`config.mk`:
```
export PLATFORM = sky130hd
export DESIGN_NAME = nexthop_route_table
export DESIGN_NICKNAME = d
export VERILOG_FILES = /design/src/rtl/nexthop_route_table.sv
export SDC_FILE = /design/constraint.sdc
export NUM_CORES = 1
export LEC_CHECK = 0
export ABC_CLOCK_PERIOD_IN_PS = 2300
export CAP_MARGIN = 0
export CORE_MARGIN = 10
export CORE_UTILIZATION = 35
export CTS_CLUSTER_SIZE = 20
export DETAILED_ROUTE_END_ITERATION = 8
export DONT_BUFFER_PORTS = 1
export GPL_TIMING_DRIVEN = 0
export PLACE_DENSITY = 0.62
export SLEW_MARGIN = 5
export SYNTH_ARGS = -nofsm -noshare
export SYNTH_HDL_FRONTEND = slang
export SYNTH_SLANG_ARGS = --single-unit
```
`constraint.sdc`:
```
create_clock -name clk -period 2.3 [get_ports clk]
set_clock_uncertainty 0.05 [all_clocks]
set_input_delay 0.69 -clock clk [delete_from_list [all_inputs] [get_ports clk]]
set_output_delay 0.69 -clock clk [all_outputs]
set_load 0.005 [all_outputs]
```
`src/rtl/nexthop_route_table.sv`:
```
// Per-VC next-hop route table. Each VC holds one route from the write that
// installs it until the packet tail drains or the input buffer empties.
module nexthop_route_table #(
  parameter int NUM_VC       = 4,
  parameter int ADDR_WIDTH   = 3,
  parameter int DRAIN_CYCLES = 1,
  localparam int VC_W  = (NUM_VC > 1) ? $clog2(NUM_VC) : 1,
  localparam int ACW   = $clog2(NUM_VC + 1),
  localparam int CNT_W = (DRAIN_CYCLES > 0) ? $clog2(DRAIN_CYCLES + 1) : 1
) (
  input  logic                         clk,
  input  logic                         reset,
  input  logic [NUM_VC-1:0]            ib_empty_i,
  input  logic [NUM_VC-1:0]            pt_almost_done_i,
  input  logic                         nhr_write_i,
  input  logic [VC_W-1:0]              nhr_vc_i,
  input  logic [ADDR_WIDTH-1:0]        nhr_address_i,
  output logic [NUM_VC*ADDR_WIDTH-1:0] nhr_address_o,
  output logic [NUM_VC-1:0]            nhr_valid_o,
  output logic                         wr_reject_o,
  output logic [ACW-1:0]               active_cnt_o
);

  typedef enum logic [1:0] {IDLE, ROUTED, DRAIN} vc_state_e;

  vc_state_e             state_q [NUM_VC];
  vc_state_e             state_d [NUM_VC];
  logic [ADDR_WIDTH-1:0] addr_q  [NUM_VC];
  logic [ADDR_WIDTH-1:0] addr_d  [NUM_VC];
  logic [CNT_W-1:0]      cnt_q   [NUM_VC];
  logic [CNT_W-1:0]      cnt_d   [NUM_VC];
  logic [NUM_VC-1:0]     accept_vec;
  logic                  reject_d;
  logic                  reject_q;

  // NOTE: every output of a combinational block gets a default before any
  // branch; a path that leaves it unassigned would infer a latch.
  always_comb begin
    accept_vec = '0;
    for (int v = 0; v < NUM_VC; v++) begin
      state_d[v] = state_q[v];
      addr_d[v]  = addr_q[v];
      cnt_d[v]   = cnt_q[v];

      // An out-of-range VC index matches no v, so it can never be accepted.
      if (ib_empty_i[v]) begin
        state_d[v] = IDLE;
        addr_d[v]  = '0;
        cnt_d[v]   = '0;
      end else begin
        unique case (state_q[v])
          IDLE: begin
            if (nhr_write_i && nhr_vc_i == VC_W'(v) && nhr_address_i != '0) begin
              accept_vec[v] = 1'b1;
              state_d[v]    = ROUTED;
              addr_d[v]     = nhr_address_i;
            end
          end
          ROUTED: begin
            if (pt_almost_done_i[v]) begin
              if (DRAIN_CYCLES == 0) begin
                state_d[v] = IDLE;
                addr_d[v]  = '0;
                cnt_d[v]   = '0;
              end else begin
                state_d[v] = DRAIN;
                cnt_d[v]   = CNT_W'(DRAIN_CYCLES);
              end
            end
          end
          DRAIN: begin
            if (cnt_q[v] <= CNT_W'(1)) begin
              state_d[v] = IDLE;
              addr_d[v]  = '0;
              cnt_d[v]   = '0;
            end else begin
              cnt_d[v] = cnt_q[v] - CNT_W'(1);
            end
          end
          default: begin
            state_d[v] = IDLE;
            addr_d[v]  = '0;
            cnt_d[v]   = '0;
          end
        endcase
      end
    end
    reject_d = nhr_write_i && (accept_vec == '0);
  end

  // NOTE: the per-VC state/address/counter arrays are small flop arrays, not a
  // RAM, so they are reset with everything else; sequential state is updated
  // with non-blocking assignments only, so every flop samples pre-edge values.
  always_ff @(posedge clk or negedge reset) begin
    if (!reset) begin
      for (int v = 0; v < NUM_VC; v++) begin
        state_q[v] <= IDLE;
        addr_q[v]  <= '0;
        cnt_q[v]   <= '0;
      end
      reject_q <= 1'b0;
    end else begin
      for (int v = 0; v < NUM_VC; v++) begin
        state_q[v] <= state_d[v];
        addr_q[v]  <= addr_d[v];
        cnt_q[v]   <= cnt_d[v];
      end
      reject_q <= reject_d;
    end
  end

  always_comb begin
    logic [ACW-1:0] pop;
    pop           = '0;
    nhr_valid_o   = '0;
    nhr_address_o = '0;
    for (int v = 0; v < NUM_VC; v++) begin
      nhr_valid_o[v] = (state_q[v] != IDLE);
      // Masking with valid keeps a non-routed VC reading zero unconditionally.
      nhr_address_o[v*ADDR_WIDTH +: ADDR_WIDTH] = nhr_valid_o[v] ? addr_q[v] : '0;
      pop = pop + ACW'(nhr_valid_o[v]);
    end
    active_cnt_o = pop;
  end

  assign wr_reject_o = reject_q;

endmodule
```
After elaboration in Yosys (flattened, before gate mapping)

Cells that the tools add are included.

Bits in registers: 25
Input bits: 16
Logic and storage cells: 155

$add $sub $neg: 7
$lt $le $gt $ge: 4
Equal/unequal tests: 31
Multiplexer cells: 68
Reduce and logical (&&, ||, !) cells: 32

Operator list:

| operator            | count |
|---|---|
| $mux 3              | 16 |
| $ne 3x3->1 const B  | 12 |
| $pmux 3 s3          | 4 |
| $mux 2              | 16 |
| $mux 1              | 24 |
| $pmux 2 s3          | 4 |
| $reduce_and 3->1    | 8 |
| $ne 2x2->1 const B  | 8 |
| $eq 2x2->1 const B  | 6 |
| $pmux 1 s3          | 4 |
| $eq 2x1->1 const B  | 5 |
| $logic_not 2->1     | 5 |
| $logic_and 1x1->1   | 9 |
| $reduce_and 2->1    | 4 |
| $reduce_bool 2->1   | 4 |
| $le 1x1->1 const B  | 4 |
| $logic_not 4->1     | 1 |
| $sub 1x1->1 const B | 4 |
| $add 2x1->3         | 1 |
| $add 3x1->3         | 1 |
| $reduce_bool 3->1   | 1 |
| $add 1x1->2         | 1 |

Depth between registers and ports, before layout

Depth after elaboration: 8
Mapped depth: 5

Worst setup path after synthesis

OpenSTA, ideal clock, no wires.

Kind: reg-to-output
Start point: register state_q[4] in the netlist's numbering
End point: output port active_cnt_o[1]
Arrival: 1613 ps
Required time: 1560 ps
Path slack: -53 ps
Stages on the path, launching flop included: 6
Path buffers: 0
Cell sequence: dfrtp_1 -> nor2_1 -> inv_1 -> fa_1 -> ha_1 -> ha_1

Word-level cells in the longest chain between the ends: 4

RTL lines:

| item                            | RTL line | source |
|---|---|---|
| start, declared                 | 26       | `vc_state_e state_q [NUM_VC];` |
| start signal, assigned by index | 104      | `state_q[v] <= state_d[v];` |
| $reduce_bool 2->1               | 118      | `nhr_valid_o[v] = (state_q[v] != IDLE);` |
| net nhr_valid_o[1]              | 19       | `output logic [NUM_VC-1:0] nhr_valid_o,` |
| $add 1x1->2                     | 121      | `pop = pop + ACW'(nhr_valid_o[v]);` |
| $add 2x1->3                     | 121      |  |
| $add 3x1->3                     | 121      |  |
| end, declared                   | 21       | `output logic [ACW-1:0] active_cnt_o` |

The timed path passes the listed nets, and every way through them passes these cells.

Worst setup path after layout

Start point: register state_q[1] in the netlist's numbering
End point: output port active_cnt_o[1]

Word-level cells in the longest chain between the ends: 2

RTL lines:

| item               | RTL line |
|---|---|
| $reduce_bool 2->1  | 118 |
| net nhr_valid_o[3] | 19 |
| $add 3x1->3        | 121 |

The timed path passes the listed nets, and every way through them passes these cells.

==> run summary <==
Root Driver - clkbuf_4
Largest net degree at the start of global routing - 22
GRT Total Usage - 0.101
Hold path endpoint - state_q[5]$_DFFE_PN0P_
Layout cells sized above 1 - 0.252
Total clock sinks - 21
Clock slew seen by the registers of the worst setup and hold paths - 120 ps
Final hold vios - 0
RD Place Congestion - 0.771
I/O Buffers - 0
Layout area overhead - 19.4%
Power Total - 659 µW
RSZ-0062 raised after global routing - yes
Crit path arrival time - 1880 ps
Worst hold path stage count - 2
Period utilization - 1.14
Synth Warn # - 0
H-tree depth - 1
Worst reg2reg setup slack - 900 ps
Violated checks - negative setup slack
Slew Limit Fails - 0
Detailed-route via count - 925
Total negative setup slack - -698 ps
Cell area after synthesis - 1130 µm²
Synth Register Bits - 21
CP required - 1560 ps
Status - finished, violations left
Core area - 3080 µm²
Die ar. - 5900 µm²
Worst hold-check path type - in2reg
Routed WL per cell - 16.2 µm
Hold Crit Start - pt_almost_done_i[1]
Routed Antenna Nets - 0
DRT Pass-1 Iters - 4
1st-iter DRT viols - 33
CTS tree - yes
I/O pin count - 36
Syn_nets - 143
CTS Buffer Depth - 2
Grt ovf - 0
Final worst slack - -321 ps
Die width - 76.8 µm
Gate count of the mapped netlist - 124
Initial core utilization - 0.367
R2r startpoint - state_q[6]$_DFFE_PN0P_
First-pass GRT wire length - 4.87 mm
R2R Path End - addr_q[10]$_DFFE_PN0P_
Register area share after synthesis - 0.466
Drc violations - 0
Final-report setup violation count - 3
Critical path startpoint category - register
Fin nets - 159
Power per cell area - 489 nW/µm²
N_diodes - 0
HPWL Detailed - 2.18 mm
Min Tclk post-route - 2620 ps
Inserted Clock Buffers - 3
Max-cap viol count - 0
Vias in the first global route - 976
Worst Reg-to-Reg Cells - 4
Die Ht - 76.8 µm
Clock Latency Late Sink - 300 ps
Crit Path Class - reg2out
Fmax - 382 MHz
Antenna violations before repair - 0
Std cell rows - 20
Crit. Startpoint - state_q[1]$_DFFE_PN0P_
Post-Layout Cell Count - 183
Syn avg cell area - 9.10 µm²
Detail-routed via count per cell - 5.05
WL final - 2.96 mm
Placed Cells - 168
P_leak - 0.560 nW
Crit end category - primary output
Slew @ Worst Pin - 914 ps
Max-Slew Margin vs Limit - 0.389
Synth unique cells - 28
Worst vdd ir - 0.000264 V
Crit-path max FO - 2
-- power breakdown --
part / internal (mW) / switching, mW
registers: 0.381 / 0.00740
clock network: 0.0649 / 0.112
logic: 0.0423 / 0.0512
total: 0.488 / 0.171
-- per-stage QoR --
| stage | setup slack (ps) | hold WS, ps | area, µm² | util |
|---|---|---|---|---|
| floorplan | 1.35 | 344 | 1140 | - |
| global placement | -139 | 345 | 1190 | 0.387 |
| detailed placement | -165 | 345 | 1190 | 0.387 |
| CTS | -329 | 2.23 | 1310 | 0.426 |
| global route | -388 | 419 | 1350 | 0.438 |
| finish | -321 | 428 | 1350 | 0.438 |
-- worst max-delay path, stage by stage, from the launching register on --
cell     delay [ps]
dfrtp_1         430
nor2_4          140
inv_2            60
fa_1            490
ha_4            190
ha_4            260
-- kinds of logic (layout without fill, tap and decap cells) --
| group | Yosys count | after routing | share of synthesized area |
|---|---|---|---|
| adders and majority gates | 3 | 3 | 0.0399 |
| DFF | 21 | 21 | 0.466 |
| and+or+nand+nor | 61 | 61 | 0.303 |
| buffers and inverters | 7 | 22 | 0.0255 |
| AOI/OAI and AO/OA | 32 | 32 | 0.166 |
-- registers in the layout, indices dropped and copies added (netlist names) --
register     count
addr_q          12
state_q          8
wr_reject_o      1
-- cell usage after synthesis --
master / instances / share of area
a21oi_1: 16 / 0.071
and4b_1: 1 / 0.0089
and4bb_1: 1 / 0.011
and4bb_2: 1 / 0.011
buf_2: 2 / 0.0089
clkbuf_1: 1 / 0.0033
dfrtp_1: 21 / 0.47
fa_1: 1 / 0.018
ha_1: 2 / 0.022
inv_1: 4 / 0.013
nand2_1: 19 / 0.063
nand2b_1: 4 / 0.022
nand4b_1: 1 / 0.0078
nor2_1: 10 / 0.033
nor2b_1: 13 / 0.072
nor4_1: 1 / 0.0055
nor4b_1: 1 / 0.0078
nor4b_2: 1 / 0.013
o2111a_1: 1 / 0.010
o211ai_1: 1 / 0.0067
o21ai_0: 6 / 0.027
o21ai_1: 6 / 0.027
o311ai_2: 1 / 0.014
o31ai_2: 1 / 0.011
or2_1: 1 / 0.0055
or2_2: 4 / 0.022
or3_1: 2 / 0.011
or3b_1: 1 / 0.0078
-- metal layers --
metal | track usage | part of all wire | routed length [µm]
met4 | 0.0390 | 0.014 | 42
met5 | 0 | 0 | 0
met2 | 0.157 | 0.46 | 1360
met3 | 0.0490 | 0.11 | 331
met1 | 0.116 | 0.41 | 1220
-- worst max path at each step --
| stage | end | slack [ps] | cells past startpoint |
|---|---|---|---|
| 2_1_floorplan | active_cnt_o[1] | 1 | 5 |
| 3_3_place_gp | active_cnt_o[1] | -140 | 5 |
| 3_5_place_dp | active_cnt_o[1] | -160 | 5 |
| 4_1_cts | active_cnt_o[1] | -330 | 5 |
| 5_1_grt | active_cnt_o[1] | -390 | 5 |
| 6_report | active_cnt_o[1] | -320 | 5 |
-- what timing repair did --
item / 4_1_cts / 5_1_grt
resized for setup: 10 / 2
setup endpoints to repair: 3 / 3
hold buffers: 0 / 1
endpoints found under the hold margin: 0 / 21
pin swaps: 3 / 2
buffers inserted: 8 / 2
-- area by class of cell --
class	instances	area [µm²]
Sequential cell	21	529
Inverter	4	15.0
Clock buffer	3	22.5
Tap cell	44	55.1
Clock inverter	1	5.00
Multi-Input combinational cell	96	622
Buffer	3	13.8
Timing Repair Buffer	11	85.1
Fill cell	298	1730
-- cell usage in the layout, fill, tap and decap left out, types with 2 or more instances in the layout --
cell	count
nor2_4	3
dfrtp_1	18
o21ai_1	6
buf_4	10
ha_4	2
nand2b_1	4
a21oi_1	16
nand2_1	19
inv_2	3
nor2b_1	13
nor2_1	7
dfrtp_2	3
or2_2	4
o21ai_0	6
buf_2	2
or3_1	2
clkbuf_4	3
(Power assumes the default switching activity.)
